**src/rtl/lsu_req_ctrl.sv**
```systemverilog
// Memory-stage load/store request controller: decodes one op into a lane mask,
// issues a word-aligned request, waits for load data and reports completion.
module lsu_req_ctrl #(
  parameter int unsigned TIMEOUT = 256
) (
  input  logic        clk,
  input  logic        rst_n,
  input  logic        op_valid,
  output logic        op_ready,
  input  logic        op_load,
  input  logic [2:0]  op_funct3,
  input  logic [31:0] op_addr,
  input  logic [31:0] op_wdata,
  output logic        mem_req_valid,
  input  logic        mem_req_ready,
  output logic [31:0] mem_addr,
  output logic [3:0]  mem_we,
  output logic [31:0] mem_wdata,
  input  logic        mem_resp_valid,
  input  logic [31:0] mem_resp_data,
  output logic        done_valid,
  output logic        done_fault,
  output logic [1:0]  done_cause,
  output logic [31:0] ld_raw,
  output logic [3:0]  ld_mask,
  output logic        ld_un
);

  typedef enum logic [1:0] {IDLE, REQ, RESP, DONE} state_t;

  localparam logic [1:0]  C_NONE = 2'd0, C_MISAL = 2'd1, C_ILL = 2'd2, C_TMO = 2'd3;
  localparam bit          TO_EN   = (TIMEOUT != 0);
  localparam logic [15:0] TO_LAST = (TIMEOUT == 0) ? 16'd0 : 16'(TIMEOUT - 1);

  state_t      state_q, state_d;
  logic [31:0] addr_q, addr_d, wdata_q, wdata_d, raw_q, raw_d;
  logic [3:0]  we_q, we_d, mask_q, mask_d;
  logic        un_q, un_d, load_q, load_d;
  logic [1:0]  cause_q, cause_d;
  logic [15:0] cnt_q, cnt_d;

  logic [3:0]  dec_mask;
  logic [31:0] dec_wdata;
  logic        illegal, misal;

  // Sub-word stores replicate the data on every lane so the write enables alone pick the bytes.
  always_comb begin
    dec_mask  = 4'b0000;
    dec_wdata = op_wdata;
    case (op_funct3[1:0])
      2'b00: begin
        dec_mask  = 4'b0001 << op_addr[1:0];
        dec_wdata = {4{op_wdata[7:0]}};
      end
      2'b01: begin
        dec_mask  = op_addr[1] ? 4'b1100 : 4'b0011;
        dec_wdata = {2{op_wdata[15:0]}};
      end
      2'b10:   dec_mask = 4'b1111;
      default: dec_mask = 4'b0000;
    endcase
  end

  assign illegal = (op_funct3[1:0] == 2'b11) || (op_funct3[2] && (op_funct3[1] || !op_load));
  assign misal   = ((op_funct3[1:0] == 2'b01) && op_addr[0]) ||
                   ((op_funct3[1:0] == 2'b10) && (op_addr[1:0] != 2'b00));

  always_comb begin
    state_d = state_q;
    addr_d  = addr_q;
    wdata_d = wdata_q;
    raw_d   = raw_q;
    we_d    = we_q;
    mask_d  = mask_q;
    un_d    = un_q;
    load_d  = load_q;
    cause_d = cause_q;
    cnt_d   = 16'd0;
    case (state_q)
      IDLE: if (op_valid) begin
        addr_d = {op_addr[31:2], 2'b00};
        load_d = op_load;
        un_d   = op_load & op_funct3[2];
        raw_d  = 32'd0;
        if (illegal || misal) begin
          cause_d = illegal ? C_ILL : C_MISAL;
          mask_d  = 4'b0000;
          we_d    = 4'b0000;
          state_d = DONE;
        end else begin
          cause_d = C_NONE;
          mask_d  = dec_mask;
          we_d    = op_load ? 4'b0000 : dec_mask;
          wdata_d = dec_wdata;
          state_d = REQ;
        end
      end
      REQ: if (mem_req_ready) state_d = load_q ? RESP : DONE;
      RESP: begin
        if (mem_resp_valid) begin
          raw_d   = mem_resp_data;
          state_d = DONE;
        end else if (TO_EN && (cnt_q == TO_LAST)) begin
          cause_d = C_TMO;
          state_d = DONE;
        end else begin
          cnt_d = cnt_q + 16'd1;
        end
      end
      DONE:    state_d = IDLE;
      default: state_d = IDLE;
    endcase
  end

  always_ff @(posedge clk or negedge rst_n) begin
    if (!rst_n) begin
      state_q <= IDLE;
      addr_q  <= '0;
      wdata_q <= '0;
      raw_q   <= '0;
      we_q    <= '0;
      mask_q  <= '0;
      un_q    <= 1'b0;
      load_q  <= 1'b0;
      cause_q <= C_NONE;
      cnt_q   <= '0;
    end else begin
      state_q <= state_d;
      addr_q  <= addr_d;
      wdata_q <= wdata_d;
      raw_q   <= raw_d;
      we_q    <= we_d;
      mask_q  <= mask_d;
      un_q    <= un_d;
      load_q  <= load_d;
      cause_q <= cause_d;
      cnt_q   <= cnt_d;
    end
  end

  assign op_ready      = (state_q == IDLE);
  assign mem_req_valid = (state_q == REQ);
  assign mem_addr      = addr_q;
  assign mem_we        = we_q;
  assign mem_wdata     = wdata_q;
  assign done_valid    = (state_q == DONE);
  assign done_cause    = done_valid ? cause_q : C_NONE;
  assign done_fault    = done_valid && (cause_q != C_NONE);
  assign ld_raw        = raw_q;
  assign ld_mask       = mask_q;
  assign ld_un         = un_q;

endmodule

```
**config.mk**
```make
export PLATFORM = sky130hd
export DESIGN_NAME = lsu_req_ctrl
export DESIGN_NICKNAME = d
export VERILOG_FILES = /design/src/rtl/lsu_req_ctrl.sv
export SDC_FILE = /design/constraint.sdc
export NUM_CORES = 1
export LEC_CHECK = 0
export CAP_MARGIN = 20
export CELL_PAD_IN_SITES_DETAIL_PLACEMENT = 0
export CELL_PAD_IN_SITES_GLOBAL_PLACEMENT = 1
export CORE_UTILIZATION = 33
export CTS_CLUSTER_DIAMETER = 30
export CTS_CLUSTER_SIZE = 20
export DETAILED_ROUTE_END_ITERATION = 10
export PLACE_DENSITY = 0.77
export SYNTH_ARGS = -nofsm -noshare
export SYNTH_HDL_FRONTEND = slang
export SYNTH_SLANG_ARGS = --single-unit
```
**constraint.sdc**
```tcl
create_clock -name clk -period 2.4 [get_ports clk]
set_input_delay 0.48 -clock clk [delete_from_list [all_inputs] [get_ports clk]]
set_output_delay 0.48 -clock clk [all_outputs]
set_load 0.01 [all_outputs]
```
### Yosys cells after proc, flatten, opt, wreduce, memory -nomap -nowiden

Cells that the tools add are included.

| storage, ports and cells | value |
|---|---|
| register bits after elaboration | 124 |
| output and inout bits | 111 |

| cells by class | value |
|---|---|
| add/subtract/negate cells | 1 |
| equal/unequal tests | 13 |
| shift-type cells | 1 |
| mux-type cells | 25 |
| bitwise operators | 2 |
| reductions and logical operators | 19 |

Operator list:

| operator | count |
|---|---|
| 32-bit one-hot mux with 2 select lines | 2 |
| 32-bit two-way mux | 2 |
| 16-bit two-way mux | 3 |
| 2-bit two-way mux | 10 |
| 16-bit by 1-bit adder with 16-bit output (second input constant) | 1 |
| 16-bit by 8-bit == test with 1-bit output (second input constant) | 1 |
| 4-bit two-way mux | 4 |
| 4-bit one-hot mux with 3 select lines | 1 |
| 3-bit AND reduction | 3 |
| 2-bit == test (second input constant) | 4 |
| 2-bit != test (second input constant) | 4 |
| 2-bit one-hot mux with 4 select lines | 1 |
| 2-bit nonzero test | 3 |
| 2-bit by 1-bit == test with 1-bit output (second input constant) | 2 |
| 1-bit logical AND | 4 |
| 2-bit logical NOT | 2 |
| 1-bit logical OR | 4 |
| 2-bit one-hot mux with 2 select lines | 1 |
| 4-bit AND reduction | 1 |
| 1-bit by 2-bit << shifter with 4-bit output (first input constant) | 1 |
| 3-bit != test (second input constant) | 1 |
| 2-bit by 1-bit != test with 1-bit output (second input constant) | 1 |
| 2-bit AND reduction | 1 |
| 1-bit bitwise AND | 1 |
| other kinds (3) | 3 |

### Depth between registers and ports, before layout

Gate-level depths: netlist (run 1).

| logic depth | value |
|---|---|
| word-level depth | 8 |
| mapped depth | 9 |
| gate-level depth less buffers | 6 |

### Worst setup path before layout (run 1)

OpenSTA, ideal clock, no wires.

| timing path | value |
|---|---|
| path type | register to register |
| from | reg state_q[0] |
| to | reg wdata_q[12] (netlist: mem_wdata[12]) |
| arrival time | 1,925 ps |
| data required time | 2,275 ps |
| slack | 350 ps |
| cell stages (with the launch flop) | 9 |
| cell sequence | dfrtp_1 inv_1 ha_1 clkbuf_1 nand2_1 or2_1 buf_2 buf_6 mux2_4 |

| between the ends | value |
|---|---|
| word-level cells in the longest chain between the ends | 2 |

RTL lines:

| element | line | source |
|---|---|---|
| from (decl) | 35 | `state_t state_q, state_d;` |
| from (signal assigned) | 128 | `state_q <= state_d;` |
| 2-bit logical NOT | - |  |
| named net op_ready | 9 | `output logic op_ready,` |
| 3-bit AND reduction (no source line) | - |  |
| to (signal assigned) | 130 | `wdata_q <= wdata_d;` |
| to (decl) | 36 | `logic [31:0] addr_q, addr_d, wdata_q, wdata_d, raw_q, raw_d;` |

The timed path passes the listed nets, and every way through them passes these cells.
A chain may end at the register's enable or synchronous reset.

### Worst setup path in the final report (run 1)

| timing path | value |
|---|---|
| from | reg state_q[0] |
| to | out done_fault |

| between the ends | value |
|---|---|
| word-level cells in the longest chain between the ends | 2 |

RTL lines:

| element | line | source |
|---|---|---|
| 2-bit == test | 146 | `assign done_valid = (state_q == DONE);` |
| 1-bit logical AND | 148 | `assign done_fault = done_valid && (cause_q != C_NONE);` |
| to (decl) | 22 | `output logic done_fault,` |

No other way between the ends.

==> results of run 1 <==
cell families after synthesis:
kind of cell	count (synthesis)	share of synthesized area, %
XOR/XNOR	11	1.70
multiplexers	79	16.5
other	1	0.0664
buffers and inverters	41	3.70
AND/OR/NAND/NOR	185	15.5
AO/OA/AOI/OAI	62	6.53
adder cells (fa/ha/maj)	5	1.11
flip-flops	124	54.9
stage by stage:
stage          cell area [µm²]  setup WS, ns  power [mW]  std cells
2_1_floorplan             5660         0.350        5.43        509
3_3_place_gp              8060         0.148        7.75        927
3_5_place_dp              8060         0.147        7.86        927
4_1_cts                   8730        0.0669        10.9        959
5_1_grt                   8740        0.0518        11.4        959
6_report                  8740         0.122        10.8        959
cell type report:
cell class	count	area share (%)
clock buffers	21	5.27
clock inverters	11	2.45
inverters	6	0.258
multi-input cells	344	27.0
flip-flops and latches	124	35.5
well taps	220	3.15
repair buffers	233	26.3
worst register-to-register path: stages, from the launching register on:
cell       delay, ns
dfrtp_1         0.40
or4_1           0.60
nor4_4          0.35
nand2b_1        0.16
buf_4           0.22
a2bb2oi_1       0.10
flip-flops by register name (all words and copies together) (netlist names):
signal     cells
cnt_q         16
mem_we         4
mem_wdata     32
mem_addr      30
ld_mask        4
cause_q        2
state_q        2
load_q         1
ld_raw        32
ld_un          1
power breakdown:
part / switching [mW] / leakage [nW] / internal (mW)
logic: 1.93 / 1.99 / 2.47
registers: 0.488 / 1.58 / 2.94
clock network: 0.930 / 0.323 / 2.00
total: 3.35 / 3.89 / 7.41
layer usage:
metal / vias to the layer above / wire, µm / track usage, % / part of all wire [%]
met4: 0 / 336 / 7.73 / 2.2
li1: 2181 / - / - / -
met5: - / 0 / 0 / 0
met2: 167 / 7360 / 28.9 / 48
met3: 25 / 1100 / 5.98 / 7.2
met1: 2187 / 6520 / 22.4 / 43
how the worst min path moves through the flow:
stage,from,cells past startpoint,slack [ns],to
4_1_cts,rst_n,1,0.05,mem_wdata[28]$_DFFE_PN0P_
5_1_grt,rst_n,1,0.07,mem_wdata[28]$_DFFE_PN0P_
2_1_floorplan,rst_n,0,0.18,cause_q[0]$_DFFE_PN0P_
3_5_place_dp,cnt_q[0]$_DFF_PN0_,1,0.45,cnt_q[0]$_DFF_PN0_
3_3_place_gp,cnt_q[0]$_DFF_PN0_,1,0.44,cnt_q[0]$_DFF_PN0_
6_report,rst_n,1,0.04,mem_wdata[28]$_DFFE_PN0P_
cells in the final DEF, fill, tap and decap left out, drive strengths merged, types with 2 or more instances in the layout:
| cell | synthesis | final |
|---|---|---|
| or2 | 3 | 3 |
| o31ai | 7 | 7 |
| mux2i | 21 | 21 |
| clkdlybuf4s50 | 0 | 211 |
| dfrtp | 124 | 124 |
| clkbuf | 23 | 21 |
| mux2 | 58 | 58 |
| bufinv | 0 | 6 |
| and2 | 5 | 5 |
| a211oi | 3 | 3 |
| nor2 | 21 | 21 |
| or4 | 3 | 3 |
| clkinvlp | 0 | 2 |
| ha | 5 | 5 |
| nand2b | 7 | 7 |
| conb | 1 | 2 |
| nor4 | 2 | 2 |
| inv | 6 | 6 |
| buf | 12 | 21 |
| nor2b | 3 | 3 |
| o21ai | 37 | 37 |
| nand4 | 5 | 5 |
| a21oi | 7 | 7 |
| nand3 | 39 | 39 |
| and4 | 2 | 2 |
| xor2 | 10 | 10 |
| or3 | 3 | 3 |
| nand2 | 90 | 90 |
| clkinv | 0 | 3 |
what timing repair did:
item	4_1_cts	5_1_grt
gates resized for setup	2	1
pin swaps	0	0
endpoints found under the hold margin	0	0
endpoints found under the setup margin	2	1
buffers inserted	0	0
==> flow_metrics.env, run 1 <==
export IMPL_status="finished, final reports clean"
export IMPL_max_freq_ghz=0.439
export IMPL_cts_hold_buf=0
export IMPL_grt_pass1_vias=4752
export IMPL_n_antenna_cell=0
export IMPL_worstMarginPinSlew_ns=0.539
export IMPL_path_buf_inv=1
export IMPL_yosys_area_top_type="dfrtp_1"
export IMPL_synth_area_leaders="dfrtp_1 55%, mux2_2 7.8%, nand2_1 6.0%"
export IMPL_power_density_mw_per_mm2=1230
export IMPL_wl_per_cell_um=16.0
export IMPL_ant_nets=0
export IMPL_timing_rr_end="state_q[0]$_DFFE_PN0P_"
export IMPL_postRouteWirelength_um=15300
export IMPL_postSynth_asyncResetShare_pct=100
export IMPL_synth_top_cell_area_share_pct=54.9
export IMPL_ys_flop_type="dfrtp_1"
export IMPL_overflow=0
export IMPL_dieArea_mm2=0.0177
export IMPL_htreeDepth=4
export IMPL_detailed_place_hpwl_um=11000
export IMPL_first_iter_violations=190
export IMPL_cap_violations=0
export IMPL_avgSynthCellArea_um2=11.1
export IMPL_crit_required_ns=1.92
export IMPL_numPortBuffers=213
export IMPL_ys_warn_count=0
export IMPL_cts_inserted_buffers=17
export IMPL_regArea_mm2=0.00310
export IMPL_synth_seq_cells=124
export IMPL_setup_worst_path_start="state_q[0]$_DFFE_PN0P_"
export IMPL_fp_coreArea_mm2=0.0166
export IMPL_hold_violations=0
export IMPL_drtPass1Iterations=7
export IMPL_finClkSkew_ns=0.00603
export IMPL_hold_path_class="primary input to asynchronous set/reset pin"
export IMPL_clk_pin_slew_ns=0.06
export IMPL_clk_insertion_delay_late_ns=0.42
export IMPL_synth_edff_count=0
export IMPL_ir_drop_mv=0.648
export IMPL_critPathCaptureType="output port"
export IMPL_antenna_found_initial=0
export IMPL_fill_cells=1435
export IMPL_holdWs_ns=0.0367
export IMPL_synth_common_cells="124 x dfrtp_1, 90 x nand2_1, 39 x mux2_2, 39 x nand3_1, 37 x o21ai_0"
export IMPL_synth_cell_types=43
export IMPL_criticalPathCategory="flip-flop to output port"
export IMPL_grt_pass1_wl_um=25000
export IMPL_syn_instance_count=508
export IMPL_reg2reg_depth=5
export IMPL_yosysMostFrequentCell="dfrtp_1"
export IMPL_vias=4560
export IMPL_layout_min_cycle_time_ns=2.28
export IMPL_rsz0062_at_grt="false"
export IMPL_path_max_fanout=4
export IMPL_reg2reg_setup_slack_ns=0.45
export IMPL_setup_viol=0
export IMPL_drc=0
export IMPL_syn2layout_area_growth_pct=54.7
export IMPL_io_pins=216
export IMPL_die_height_um=133
export IMPL_period_share_pct=94.9
export IMPL_synth_seq_area_share_pct=54.9
export IMPL_p_leak_nw=3.89
export IMPL_worstPathArrival_ns=1.80
export IMPL_crit_family="simple AND/OR/NAND/NOR gates"
export IMPL_path_cells="ha_1, and2_1, or2_2, dlygate4sd2_1"
export IMPL_viasPerCell=4.75
export IMPL_die_w_um=133
export IMPL_grt_max_degree=49
export IMPL_clock_sinks=124
export IMPL_tritoncts="built"
export IMPL_rows=47
export IMPL_finalSetupTns_ns=0
export IMPL_max_stage_delay_ns=0.41
export IMPL_crit_cells=4
export IMPL_gp_congestion=0.813
export IMPL_fin_nets=836
export IMPL_initial_core_util_pct=34.0
export IMPL_cts_root_buffer="clkbuf_16"
export IMPL_drive_above_1_share_pct=16.1
export IMPL_slowest_stage="dfrtp_1"
export IMPL_ctsLongestPathBuffers=2
export IMPL_multi_input_area_mm2=0.00236
export IMPL_grt_usage_pct=18.1
export IMPL_finalCoreUtilization_pct=52.5
export IMPL_slew_violations=0
export IMPL_syn_area_mm2=0.00565
export IMPL_start_kind="flip-flop"
export IMPL_endpoint="done_fault"
export IMPL_r2r_start="cnt_q[12]$_DFF_PN0_"
export IMPL_max_slew_margin_pct=64.1
No activity file was read; power rests on OpenSTA's default activity.
==> inputs of run 2 (changes only) <==
CORE_UTILIZATION = 39   (was 33)
DONT_BUFFER_PORTS = 1   (was not set)
PLACE_DENSITY = 0.65   (was 0.77)
==> run 2 against run 1 <==
- critical path type unchanged
- clock skew grew 0.00086 ns
- wire length decreased by 15%
- sequential power grew 15%
- the flow now finishes with violations (negative hold slack)
- die area fell by 15%
- flip-flop and latch count stayed put
==> flow_metrics.env, run 2 (synthesis gave the netlist of run 1 again) <==
export IMPL_wl_per_cell_um=18.7
export IMPL_stdcell_count=698
export IMPL_grt_max_degree=125
export IMPL_dp_cells=666
export IMPL_layout_min_cycle_time_ns=2.13
export IMPL_vias=3722
export IMPL_first_iter_violations=235
export IMPL_critPathCaptureType="output port"
export IMPL_holdWs_ns=-0.236
export IMPL_die_height_um=122
export IMPL_grt_pass1_vias=3888
export IMPL_gp_congestion=0.732
export IMPL_layout_commonest_cell="dfrtp_1"
export IMPL_io_pins=216
export IMPL_slew_violations=0
export IMPL_final_cell_mix="124 x dfrtp_1, 89 x nand2_1, 39 x nand3_1, 39 x mux2_2, 37 x o21ai_0"
export IMPL_detailed_place_hpwl_um=8850
export IMPL_start_kind="flip-flop"
export IMPL_initial_core_util_pct=40.4
export IMPL_period_share_pct=88.8
export IMPL_max_freq_ghz=0.469
export IMPL_syn2layout_area_growth_pct=13.1
export IMPL_status="complete, but fails checks"
export IMPL_worstPathArrival_ns=1.65
export IMPL_clk_insertion_delay_late_ns=0.41
export IMPL_clk_pin_slew_ns=0.06
export IMPL_hold_path_class="primary input to asynchronous set/reset pin"
export IMPL_numPortBuffers=0
export IMPL_n_antenna_cell=0
export IMPL_r2r_start="cnt_q[10]$_DFF_PN0_"
export IMPL_path_max_fanout=4
export IMPL_grt_usage_pct=17.8
export IMPL_drc=0
export IMPL_ir_drop_mv=0.612
export IMPL_p_leak_nw=2.99
export IMPL_drive_above_1_share_pct=21.4
export IMPL_crit_required_ns=1.92
export IMPL_criticalPathCategory="flip-flop to output port"
export IMPL_setup_viol=0
export IMPL_tritoncts="built"
export IMPL_violations="negative hold slack"
export IMPL_rows=43
export IMPL_fin_total_pwr_mw=8.43
export IMPL_grt_pass1_wl_um=20400
export IMPL_fin_nets=615
export IMPL_fin_area_mm2=0.00639
export IMPL_ctsLongestPathBuffers=2
export IMPL_setup_worst_path_start="state_q[0]$_DFFE_PN0P_"
export IMPL_power_density_mw_per_mm2=1320
export IMPL_hold_violations=124
export IMPL_antenna_found_initial=0
export IMPL_ant_nets=0
export IMPL_finClkSkew_ns=0.00689
export IMPL_finalSetupTns_ns=0
export IMPL_clock_sinks=124
export IMPL_cts_resized=0
export IMPL_placed_area_mm2=0.00580
export IMPL_die_w_um=122
export IMPL_rsz0062_at_grt="false"
export IMPL_overflow=0
export IMPL_htreeDepth=4
export IMPL_drtPass1Iterations=4
export IMPL_viasPerCell=5.33
export IMPL_cap_violations=0
export IMPL_dieArea_mm2=0.0150
export IMPL_fp_coreArea_mm2=0.0140
export IMPL_postRouteWirelength_um=13000
export IMPL_cts_root_buffer="clkbuf_16"
export IMPL_cts_inserted_buffers=17
export IMPL_cts_post_setup_buffers_inserted=0
run 2: final cells by class:
class | instances | area, µm²
fillers | 1329 | 7600
flip-flops and latches | 124 | 3100
multi-input cells | 344 | 2350
clock buffers | 19 | 453
well taps | 180 | 225
clock inverters | 13 | 133
repair buffers | 12 | 103
inverters | 6 | 22.5
run 2: report_power, final:
part / internal [mW] / switching [mW] / leakage, nW
sequential: 2.94 / 1.01 / 1.58
clock: 1.50 / 1.00 / 0.275
combinational: 0.965 / 1.01 / 1.13
run 2: routing by layer:
layer  vias to the layer above  wire [µm]  track usage, %
li1                       1739          -               -
met1                      1810       5300            21.9
met2                       161       6210            27.6
met3                        12       1380            8.22
met4                         0        160            5.64
met5                         -          0               0
run 2: path summary, 6_finish.rpt:
check	to	slack, ns	depth (start not counted)
hold reg to reg	cnt_q[0]$_DFF_PN0_	0.45	1
setup reg to reg	state_q[0]$_DFFE_PN0P_	0.46	5
max in group asynchronous	cnt_q[9]$_DFF_PN0_	2.42	0
min in group clk	ld_raw[29]$_DFFE_PN0P_	0.21	2
setup / recovery	done_fault	0.27	3
hold / removal	ld_mask[3]$_DFFE_PN0P_	-0.24	0
run 2: critical path, stage by stage (launching register included):
cell	delay (ns)
dfrtp_1	0.41
ha_1	0.28
and2_1	0.21
or2_2	0.34
run 2: per-stage QoR:
stage	util (%)	setup WS, ns
6_report	45.7	0.269
5_1_grt	45.7	0.187
4_1_cts	45.7	0.241
3_5_place_dp	41.5	0.488
3_3_place_gp	41.5	0.532
2_1_floorplan	-	0.350
==> inputs of run 3 (changes only) <==
CORE_UTILIZATION = 38   (was 39)
PLACE_DENSITY = 0.63   (was 0.65)
==> run 3 against run 2 <==
- the flow still finishes with violations (negative hold slack)
- maximum frequency is 0.75% lower
- final area is 0.25% higher
- first-iteration DRC count is 21% lower
- register-to-register slack worse by 0.05 ns
- worst hold slack better by 0.0053 ns
- final cell count is 0.43% higher
- core utilization is 1.6 points lower
- count of clock-buffer cells in the layout is 1 higher
- wire length is 2.3% lower
- power is 0.37% higher
- clock power is 2% higher
==> flow_metrics.env, run 3 (synthesis gave the netlist of run 1 again) <==
export IMPL_status="complete, but fails checks"
export IMPL_violations="negative hold slack"
export IMPL_cts_root_buffer="clkbuf_16"
export IMPL_power_density_mw_per_mm2=1320
export IMPL_p_sw_mw=2.97
export IMPL_dieArea_mm2=0.0154
export IMPL_finClkSkew_ns=0.00852
export IMPL_tritoncts="built"
export IMPL_finalSetupTns_ns=0
export IMPL_rsz0062_at_grt="false"
export IMPL_vias=3701
export IMPL_cts_resized=0
export IMPL_worstPathArrival_ns=1.67
export IMPL_fin_nets=614
export IMPL_regArea_mm2=0.00310
export IMPL_ir_drop_mv=0.485
export IMPL_dpl_worst_slack_ns=0.400
export IMPL_overflow=0
export IMPL_grt_pass1_vias=3623
export IMPL_grt_max_degree=125
export IMPL_clk_pin_slew_ns=0.06
export IMPL_start_kind="flip-flop"
export IMPL_fp_coreArea_mm2=0.0145
export IMPL_stdcell_count=701
export IMPL_max_slew_margin_pct=57.9
export IMPL_numPortBuffers=0
export IMPL_drive_above_1_share_pct=21.1
export IMPL_p_sw_share_pct=35.1
export IMPL_slew_violations=0
export IMPL_setup_ws_ns=0.252
export IMPL_cts_post_setup_buffers_inserted=0
export IMPL_holdWs_ns=-0.231
export IMPL_r2r_start="state_q[0]$_DFFE_PN0P_"
export IMPL_ant_nets=0
export IMPL_reg2reg_depth=6
export IMPL_setup_viol=0
export IMPL_rows=44
export IMPL_antenna_found_initial=0
export IMPL_n_antenna_cell=0
export IMPL_die_height_um=124
export IMPL_grt_usage_pct=16.6
export IMPL_first_iter_violations=186
export IMPL_dp_cells=669
export IMPL_cap_violations=0
export IMPL_layout_min_cycle_time_ns=2.15
export IMPL_drc=0
export IMPL_clk_insertion_delay_late_ns=0.41
export IMPL_syn2layout_area_growth_pct=13.3
export IMPL_detailed_place_hpwl_um=8720
export IMPL_combPwrFrac_pct=23.3
export IMPL_wl_per_cell_um=18.2
export IMPL_drtPass1Iterations=5
export IMPL_crit_required_ns=1.92
export IMPL_gp_congestion=0.775
export IMPL_hold_path_class="primary input to asynchronous set/reset pin"
export IMPL_htreeDepth=4
export IMPL_initial_core_util_pct=38.9
export IMPL_ctsLongestPathBuffers=2
export IMPL_critPathCaptureType="output port"
export IMPL_worstMarginPinSlew_ns=0.629
export IMPL_fill_cells=1369
export IMPL_hold_violations=124
export IMPL_period_share_pct=89.5
export IMPL_cts_inserted_buffers=17
export IMPL_p_leak_nw=3.00
export IMPL_io_pins=216
export IMPL_final_cell_mix="124 x dfrtp_1, 89 x nand2_1, 39 x nand3_1, 39 x mux2_2, 37 x o21ai_0"
export IMPL_multi_input_area_mm2=0.00235
export IMPL_criticalPathCategory="flip-flop to output port"
export IMPL_path_max_fanout=4
export IMPL_die_w_um=124
export IMPL_p_int_mw=5.50
export IMPL_viasPerCell=5.28
export IMPL_reg2reg_setup_slack_ns=0.41
export IMPL_max_freq_ghz=0.466
export IMPL_clkPwrFrac_pct=30.1
export IMPL_power_frac_seq_pct=46.6
export IMPL_layout_commonest_cell="dfrtp_1"
export IMPL_postRouteWirelength_um=12700
export IMPL_clock_sinks=124
export IMPL_grt_pass1_wl_um=19100
export IMPL_fin_total_pwr_mw=8.47
export IMPL_timing_rr_end="mem_wdata[9]$_DFFE_PN0P_"
export IMPL_finalCoreUtilization_pct=44.1
-- run 3: changes by cell type in the layout (fill, tap and decap cells not counted), sizes merged --
cell / change
inv: -2
buf: -1
bufinv: +1
clkbuf: +1
-- run 3: per-stage QoR --
stage / instance area, µm² / hold WS (ns)
after floorplan: 5660 / 0.184
after global placement: 5810 / 0.191
after detailed placement: 5810 / 0.191
after CTS: 6410 / -0.250
after global routing: 6410 / -0.255
final: 6410 / -0.231
-- run 3: area by class of cell --
type                       instances  area share, %
clock buffer                      20           7.13
clock inverter                    12           2.11
inverter                           6          0.352
multi-input combinational        344           36.7
sequential                       124           48.4
tap                              184           3.59
timing repair buffer              11           1.68
-- run 3: worst max-delay path, stage by stage, from the launching register on --
cell and delay [ns]:
dfrtp_1 0.41, ha_1 0.29, and2_1 0.22, or2_2 0.35
-- run 3: power by group through the flow --
stage / sequential (mW) / clock [mW] / combinational (mW)
3_3_place_gp: 3.98 / 0 / 1.95
4_1_cts: 3.97 / 2.62 / 2.02
5_1_grt: 4.07 / 2.71 / 2.23
6_report: 3.94 / 2.55 / 1.98
3_5_place_dp: 3.97 / 0 / 2.02
2_1_floorplan: 3.76 / 0 / 1.67
-- run 3: metal layers --
layer  track usage (%)  up-vias  wire (µm)
met3              7.60       10       1190
met2              26.1      144       6330
li1                  -     1729          -
met4              5.28        0        100
met5                 0        -          0
met1              20.2     1818       5130
-- run 3: how the worst max path moves through the flow --
stage                           endpoint                    from
3_5_place_dp   mem_wdata[30]$_DFFE_PN0P_  state_q[1]$_DFFE_PN0P_
2_1_floorplan  mem_wdata[12]$_DFFE_PN0P_  state_q[0]$_DFFE_PN0P_
6_report                      done_fault  state_q[0]$_DFFE_PN0P_
3_3_place_gp   mem_wdata[12]$_DFFE_PN0P_  state_q[0]$_DFFE_PN0P_
5_1_grt                       done_fault  state_q[0]$_DFFE_PN0P_
4_1_cts                       done_fault  state_q[0]$_DFFE_PN0P_
